`config.mk`:
```
export PLATFORM = sky130hd
export DESIGN_NAME = dbus_arbiter
export DESIGN_NICKNAME = d
export VERILOG_FILES = /design/src/rtl/dbus_arbiter.sv
export SDC_FILE = /design/constraint.sdc
export NUM_CORES = 1
export LEC_CHECK = 0
export ABC_AREA = 1
export CAP_MARGIN = 30
export CORE_MARGIN = 10
export CORE_UTILIZATION = 36
export CTS_BUF_LIST = sky130_fd_sc_hd__clkbuf_8 sky130_fd_sc_hd__clkbuf_16
export DETAILED_ROUTE_END_ITERATION = 10
export MAX_ROUTING_LAYER = met4
export PLACE_DENSITY = 0.68
export REMOVE_ABC_BUFFERS = 1
export SLEW_MARGIN = 20
export SYNTH_ARGS = -nofsm -noshare
export SYNTH_HDL_FRONTEND = slang
export SYNTH_SLANG_ARGS = --single-unit
export TNS_END_PERCENT = 10
```
`constraint.sdc`:
```
create_clock -name i_Clock -period 4.47 [get_ports i_Clock]
set_input_delay 0.894 -clock i_Clock [delete_from_list [all_inputs] [get_ports i_Clock]]
set_output_delay 0.894 -clock i_Clock [all_outputs]
set_load 0.02 [all_outputs]
```
`src/rtl/dbus_arbiter.sv`:
```
// Two-master round-robin arbiter for a single data memory port (IDLE/ACCESS/RESP).
// Optional grant locking is compiled in with `define DBUS_ARB_LOCK_EN.
module dbus_arbiter #(
    parameter int DATA_WIDTH = 32,
    parameter int ADDR_WIDTH = 10,
    parameter int LOCK_MAX   = 4
) (
    input  logic                  i_Clock,
    input  logic                  i_Reset,
    input  logic                  i_M0_Req,
    input  logic [ADDR_WIDTH-1:0] i_M0_Addr,
    input  logic                  i_M0_WrEnable,
    input  logic [DATA_WIDTH-1:0] i_M0_WrData,
    output logic                  o_M0_Ack,
    output logic [DATA_WIDTH-1:0] o_M0_RdData,
    input  logic                  i_M1_Req,
    input  logic [ADDR_WIDTH-1:0] i_M1_Addr,
    input  logic                  i_M1_WrEnable,
    input  logic [DATA_WIDTH-1:0] i_M1_WrData,
    output logic                  o_M1_Ack,
    output logic [DATA_WIDTH-1:0] o_M1_RdData,
`ifdef DBUS_ARB_LOCK_EN
    input  logic                  i_M0_Lock,
    input  logic                  i_M1_Lock,
`endif
    output logic [ADDR_WIDTH-1:0] o_Mem_Addr,
    output logic                  o_Mem_WrEnable,
    output logic [DATA_WIDTH-1:0] o_Mem_WrData,
    input  logic [DATA_WIDTH-1:0] i_Mem_RdData,
    output logic                  o_Gnt
);

    typedef enum logic [1:0] {
        IDLE   = 2'd0,
        ACCESS = 2'd1,
        RESP   = 2'd2
    } state_t;

    if (LOCK_MAX < 1) begin : g_bad_lock_max
        $error("dbus_arbiter: LOCK_MAX must be at least 1");
    end

    state_t                state_q;
    logic                  sel_q;
    logic                  last_q;
    logic                  m0_ack_q;
    logic                  m1_ack_q;
    logic [DATA_WIDTH-1:0] m0_rdata_q;
    logic [DATA_WIDTH-1:0] m1_rdata_q;
    logic [ADDR_WIDTH-1:0] mem_addr_q;
    logic [DATA_WIDTH-1:0] mem_wdata_q;
    logic                  mem_we_q;

    logic                  gnt_d;
    logic                  nsel_d;
    logic [ADDR_WIDTH-1:0] addr_d;
    logic [DATA_WIDTH-1:0] wdata_d;
    logic                  we_d;
    logic                  stay_d;

`ifdef DBUS_ARB_LOCK_EN
    localparam int CNT_W = (LOCK_MAX > 1) ? $clog2(LOCK_MAX) : 1;
    logic [CNT_W-1:0] lock_cnt_q;
`endif

    always_comb begin
        // With both requesting, the master that did not win last time wins now.
        gnt_d   = (i_M0_Req && i_M1_Req) ? ~last_q : i_M1_Req;
        nsel_d  = (state_q == IDLE) ? gnt_d : sel_q;
        addr_d  = nsel_d ? i_M1_Addr     : i_M0_Addr;
        wdata_d = nsel_d ? i_M1_WrData   : i_M0_WrData;
        we_d    = nsel_d ? i_M1_WrEnable : i_M0_WrEnable;
`ifdef DBUS_ARB_LOCK_EN
        stay_d  = (sel_q ? (i_M1_Lock && i_M1_Req) : (i_M0_Lock && i_M0_Req))
                  && (int'(lock_cnt_q) < LOCK_MAX - 1);
`else
        stay_d  = 1'b0;
`endif
    end

    always_ff @(posedge i_Clock or posedge i_Reset) begin
        if (i_Reset) begin
            state_q     <= IDLE;
            sel_q       <= 1'b0;
            last_q      <= 1'b1;
            m0_ack_q    <= 1'b0;
            m1_ack_q    <= 1'b0;
            m0_rdata_q  <= '0;
            m1_rdata_q  <= '0;
            mem_addr_q  <= '0;
            mem_wdata_q <= '0;
            mem_we_q    <= 1'b0;
`ifdef DBUS_ARB_LOCK_EN
            lock_cnt_q  <= '0;
`endif
        end else begin
            m0_ack_q <= 1'b0;
            m1_ack_q <= 1'b0;
            case (state_q)
                IDLE: begin
                    if (i_M0_Req || i_M1_Req) begin
                        sel_q       <= gnt_d;
                        last_q      <= gnt_d;
                        mem_addr_q  <= addr_d;
                        mem_wdata_q <= wdata_d;
                        mem_we_q    <= we_d;
                        state_q     <= ACCESS;
                    end
                end
                ACCESS: begin
                    mem_we_q <= 1'b0;
                    if (!mem_we_q) begin
                        if (sel_q) m1_rdata_q <= i_Mem_RdData;
                        else       m0_rdata_q <= i_Mem_RdData;
                    end
                    if (sel_q) m1_ack_q <= 1'b1;
                    else       m0_ack_q <= 1'b1;
                    state_q <= RESP;
                end
                RESP: begin
                    // A locked continuation reloads the port straight from the held master.
                    if (stay_d) begin
                        mem_addr_q  <= addr_d;
                        mem_wdata_q <= wdata_d;
                        mem_we_q    <= we_d;
                        state_q     <= ACCESS;
`ifdef DBUS_ARB_LOCK_EN
                        lock_cnt_q  <= lock_cnt_q + 1'b1;
`endif
                    end else begin
                        state_q <= IDLE;
`ifdef DBUS_ARB_LOCK_EN
                        lock_cnt_q <= '0;
`endif
                    end
                end
                default: state_q <= IDLE;
            endcase
        end
    end

    assign o_M0_Ack       = m0_ack_q;
    assign o_M1_Ack       = m1_ack_q;
    assign o_M0_RdData    = m0_rdata_q;
    assign o_M1_RdData    = m1_rdata_q;
    assign o_Mem_Addr     = mem_addr_q;
    assign o_Mem_WrData   = mem_wdata_q;
    assign o_Mem_WrEnable = mem_we_q;
    assign o_Gnt          = sel_q;

endmodule
```
==> key figures <==
Run status
  – Status: completed

STA
  – Max Slew Vio Count: 0
  – Final setup fails: 0
  – Hold WS: 0.4749 ns
  – Unrepaired setup endpoints after global routing: no
  – Final Hold Fails: 0
  – Setup TNS: 0 ns
  – Fmax: 0.4087 GHz
  – Tightest Pin Transition: between 0.7 and 0.8 ns
  – Max transition margin: between 40% and 50%
  – Final worst setup slack: 2.023 ns
  – Tcrit/Tclk final: 54.73%
  – Period minus WS final: around 2.4 ns
  – Clock Skew: 0.007053 ns

Die
  – Starting density of the core: 36.50%
  – Die height: 135.4 um
  – Row count: 42
  – Die Area: ~18000 um^2
  – Die width: 135.4 um
  – Core area: between 10000 and 15000 um^2
  – I/O pins: 232

Synthesis
  – Xor-xnor portion of the synthesized cell area: 0%
  – Syn_area_per_cell: 8.226 um^2
  – Simple-gate share of the synthesized area: 27.76%
  – Syn Inst Count: 583
  – Netlist area before placement: 4796 um^2
  – Synth Register Bits: 113
  – Synth Area in Compound Gates: 7.253%
  – Synthesis Warnings: 0
  – Adder-cell share of the synthesized area: 0%
  – Largest family of logic cells by synthesized area: simple AND/OR/NAND/NOR gates
  – Yosys cell types: 17
  – Mux contribution to synthesized area: 0%
  – Register area share after synthesis: around three fifths

Clocking
  – CTS H-tree depth: 4
  – CTS Hold Bufs: 0
  – Sink Count: ~110
  – Root Buffer: clkbuf_16
  – CTS tree: yes
  – Postcts setup bufs: 0
  – Worst-Skew Late Latency: 0.40 ns
  – Post-cts resize count: 0
  – CTS buffer count: 17
  – Clock transition at path regs: 0.05 ns
  – Clock buffer depth: 2

Drt
  – DR WL/cell: approximately 16 um
  – DRT iter0 DRCs: 209
  – Vias: 4577
  – Residual DRC: 0
  – Antenna Nets Post-Route: 0
  – Pre-antenna DRT Iters: 4
  – Final WL: 16000 um
  – Routed vias/inst: around 4.6

Worst setup path
  – CP Launch Type: input pin
  – Worst endpoint data arrival time: 2.75 ns
  – Setup CP Type: in2reg
  – Reg2Reg Setup Slack: 2.34 ns
  – Critical path endpoint category: flop
  – Critical Path RT: 4.77 ns
  – Critical Path Fanout Max: 45
  – R2r endpoint: o_Mem_WrData[0]
  – Worst Reg2Reg Path Length in Cells: 7
  – RR Startpoint: state_q[0]

Hold path
  – Hold path startpoint: last_q
  – WHS Endpoint: last_q
  – Hold depth: 2
  – HP Class: reg2reg

Power
  – Max IR drop VDD: 0.0003143 V
  – Leak pwr: about 3.9 nW
  – PD cells: 808.4 nW/um^2

Placed design
  – Routability cong.: around 0.87
  – Input/output buffers: 231
  – Post-DP HPWL: 12140 um
  – Place WS: 1.599 ns
  – Area of placed instances: between 7000 and 8000 um^2
  – Placed Cells: 965

Global routing
  – GRT Resource Usage Total: between 15 and 20%
  – Initial antenna violation count: 0
  – Pin count of the biggest net entering global routing: 57
  – Overflow left after global routing: 0
  – First-pass GRT wire length: around 25000 um
  – Number of global-route vias before repair: 4777

Layout
  – Antenna Cells: 0
  – Most frequent cells in the layout: nand2_1 (279), clkdlybuf4s50_1 (231), dfrtp_1 (112)
  – Fin cells: 997
  – Layout cells sized above 1: 6.334%
  – Nets@finish: 930
  – Commonest non-fill, non-tap cell in the layout: nand2_1
  – Syn-to-layout area delta: 64.49%
  – Fin area: 7889 um^2

Run
  – Max_cap viols: 0
[flip-flops by register name (all words and copies together) (netlist names)]
| name | flops |
|---|---|
| last_q | 1 |
| o_Gnt | 1 |
| o_M0_Ack | 1 |
| o_M0_RdData | 32 |
| o_M1_Ack | 1 |
| o_M1_RdData | 32 |
| o_Mem_Addr | 10 |
| o_Mem_WrData | 32 |
| o_Mem_WrEnable | 1 |
| state_q | 2 |
[synthesized netlist by cell type]
cell type | count | area, um^2
dfrtp_1 | 112 | 2803
nand2_1 | 279 | 1047
buf_1 | 3 | 11.26
nor2_4 | 2 | 22.52
o21ai_2 | 2 | 17.52
nand3_1 | 44 | 220.2
nand3_2 | 1 | 10.01
o21ai_0 | 1 | 5.000
nand2_2 | 3 | 18.77
buf_2 | 17 | 85.08
clkbuf_1 | 12 | 45.04
nor2_2 | 2 | 12.51
dfstp_2 | 1 | 26.28
o21ai_1 | 64 | 320.3
inv_1 | 36 | 135.1
a21oi_1 | 1 | 5.000
inv_2 | 3 | 11.26
[critical path, cell delays in order]
cell and delay, ns:
clkdlybuf4s50_1 0.57, o21ai_4 0.08, buf_4 0.28, inv_2 0.59
nand3_1 0.15, nand2_1 0.10, inv_1 0.04
[metrics by stage]
| step | total power, mW | utilization [%] |
|---|---|---|
| 2_1_floorplan | 3.472 | - |
| 3_3_place_gp | 4.969 | 55.12 |
| 3_5_place_dp | 5.065 | 55.43 |
| 4_1_cts | 6.456 | 60.05 |
| 5_1_grt | 6.835 | 60.05 |
| 6_report | 6.377 | 60.05 |
[power breakdown]
group          leakage [nW]  switching [mW]  internal, mW
Combinational          2.17            1.83          1.35
Sequential             1.39           0.296          1.54
Clock                 0.300           0.452         0.911
[routing by layer]
layer,routed length [um],track usage (%),part of all wire (%),up-vias
li1,-,-,-,2271
met1,6960,21.14,44,2080
met2,6915,26.34,43,213
met3,1901,8.605,12,13
met4,219,6.579,1.4,0
met5,0,-,0,-
[cells by family (layout without fill, tap and decap cells)]
family	Yosys count	after routing
AND/OR/NAND/NOR	331	331
flip-flops	113	113
buffers and inverters	71	309
AO/OA/AOI/OAI	68	68
[how the worst max path moves through the flow]
stage	start	to	slack, ns
global route	i_M1_Req	o_Mem_WrEnable	1.94
global placement	i_M1_Req	o_Mem_WrEnable	1.65
floorplan	i_Reset	o_Gnt	0.59
detailed placement	i_M1_Req	o_Mem_WrEnable	1.60
finish	i_M1_Req	o_Mem_WrEnable	2.02
CTS	i_M1_Req	o_Mem_WrEnable	2.02
[layout make-up]
| cell class | instances | area [um^2] |
|---|---|---|
| fill | 1128 | 5249 |
| sequential | 113 | 2829 |
| timing repair buffer | 238 | 2390 |
| multi-input combinational | 399 | 1694 |
| clock buffer | 20 | 466.7 |
| tap | 176 | 220.2 |
| inverter | 39 | 148.9 |
| clock inverter | 12 | 140.1 |
No activity file was read; power rests on OpenSTA's default activity.
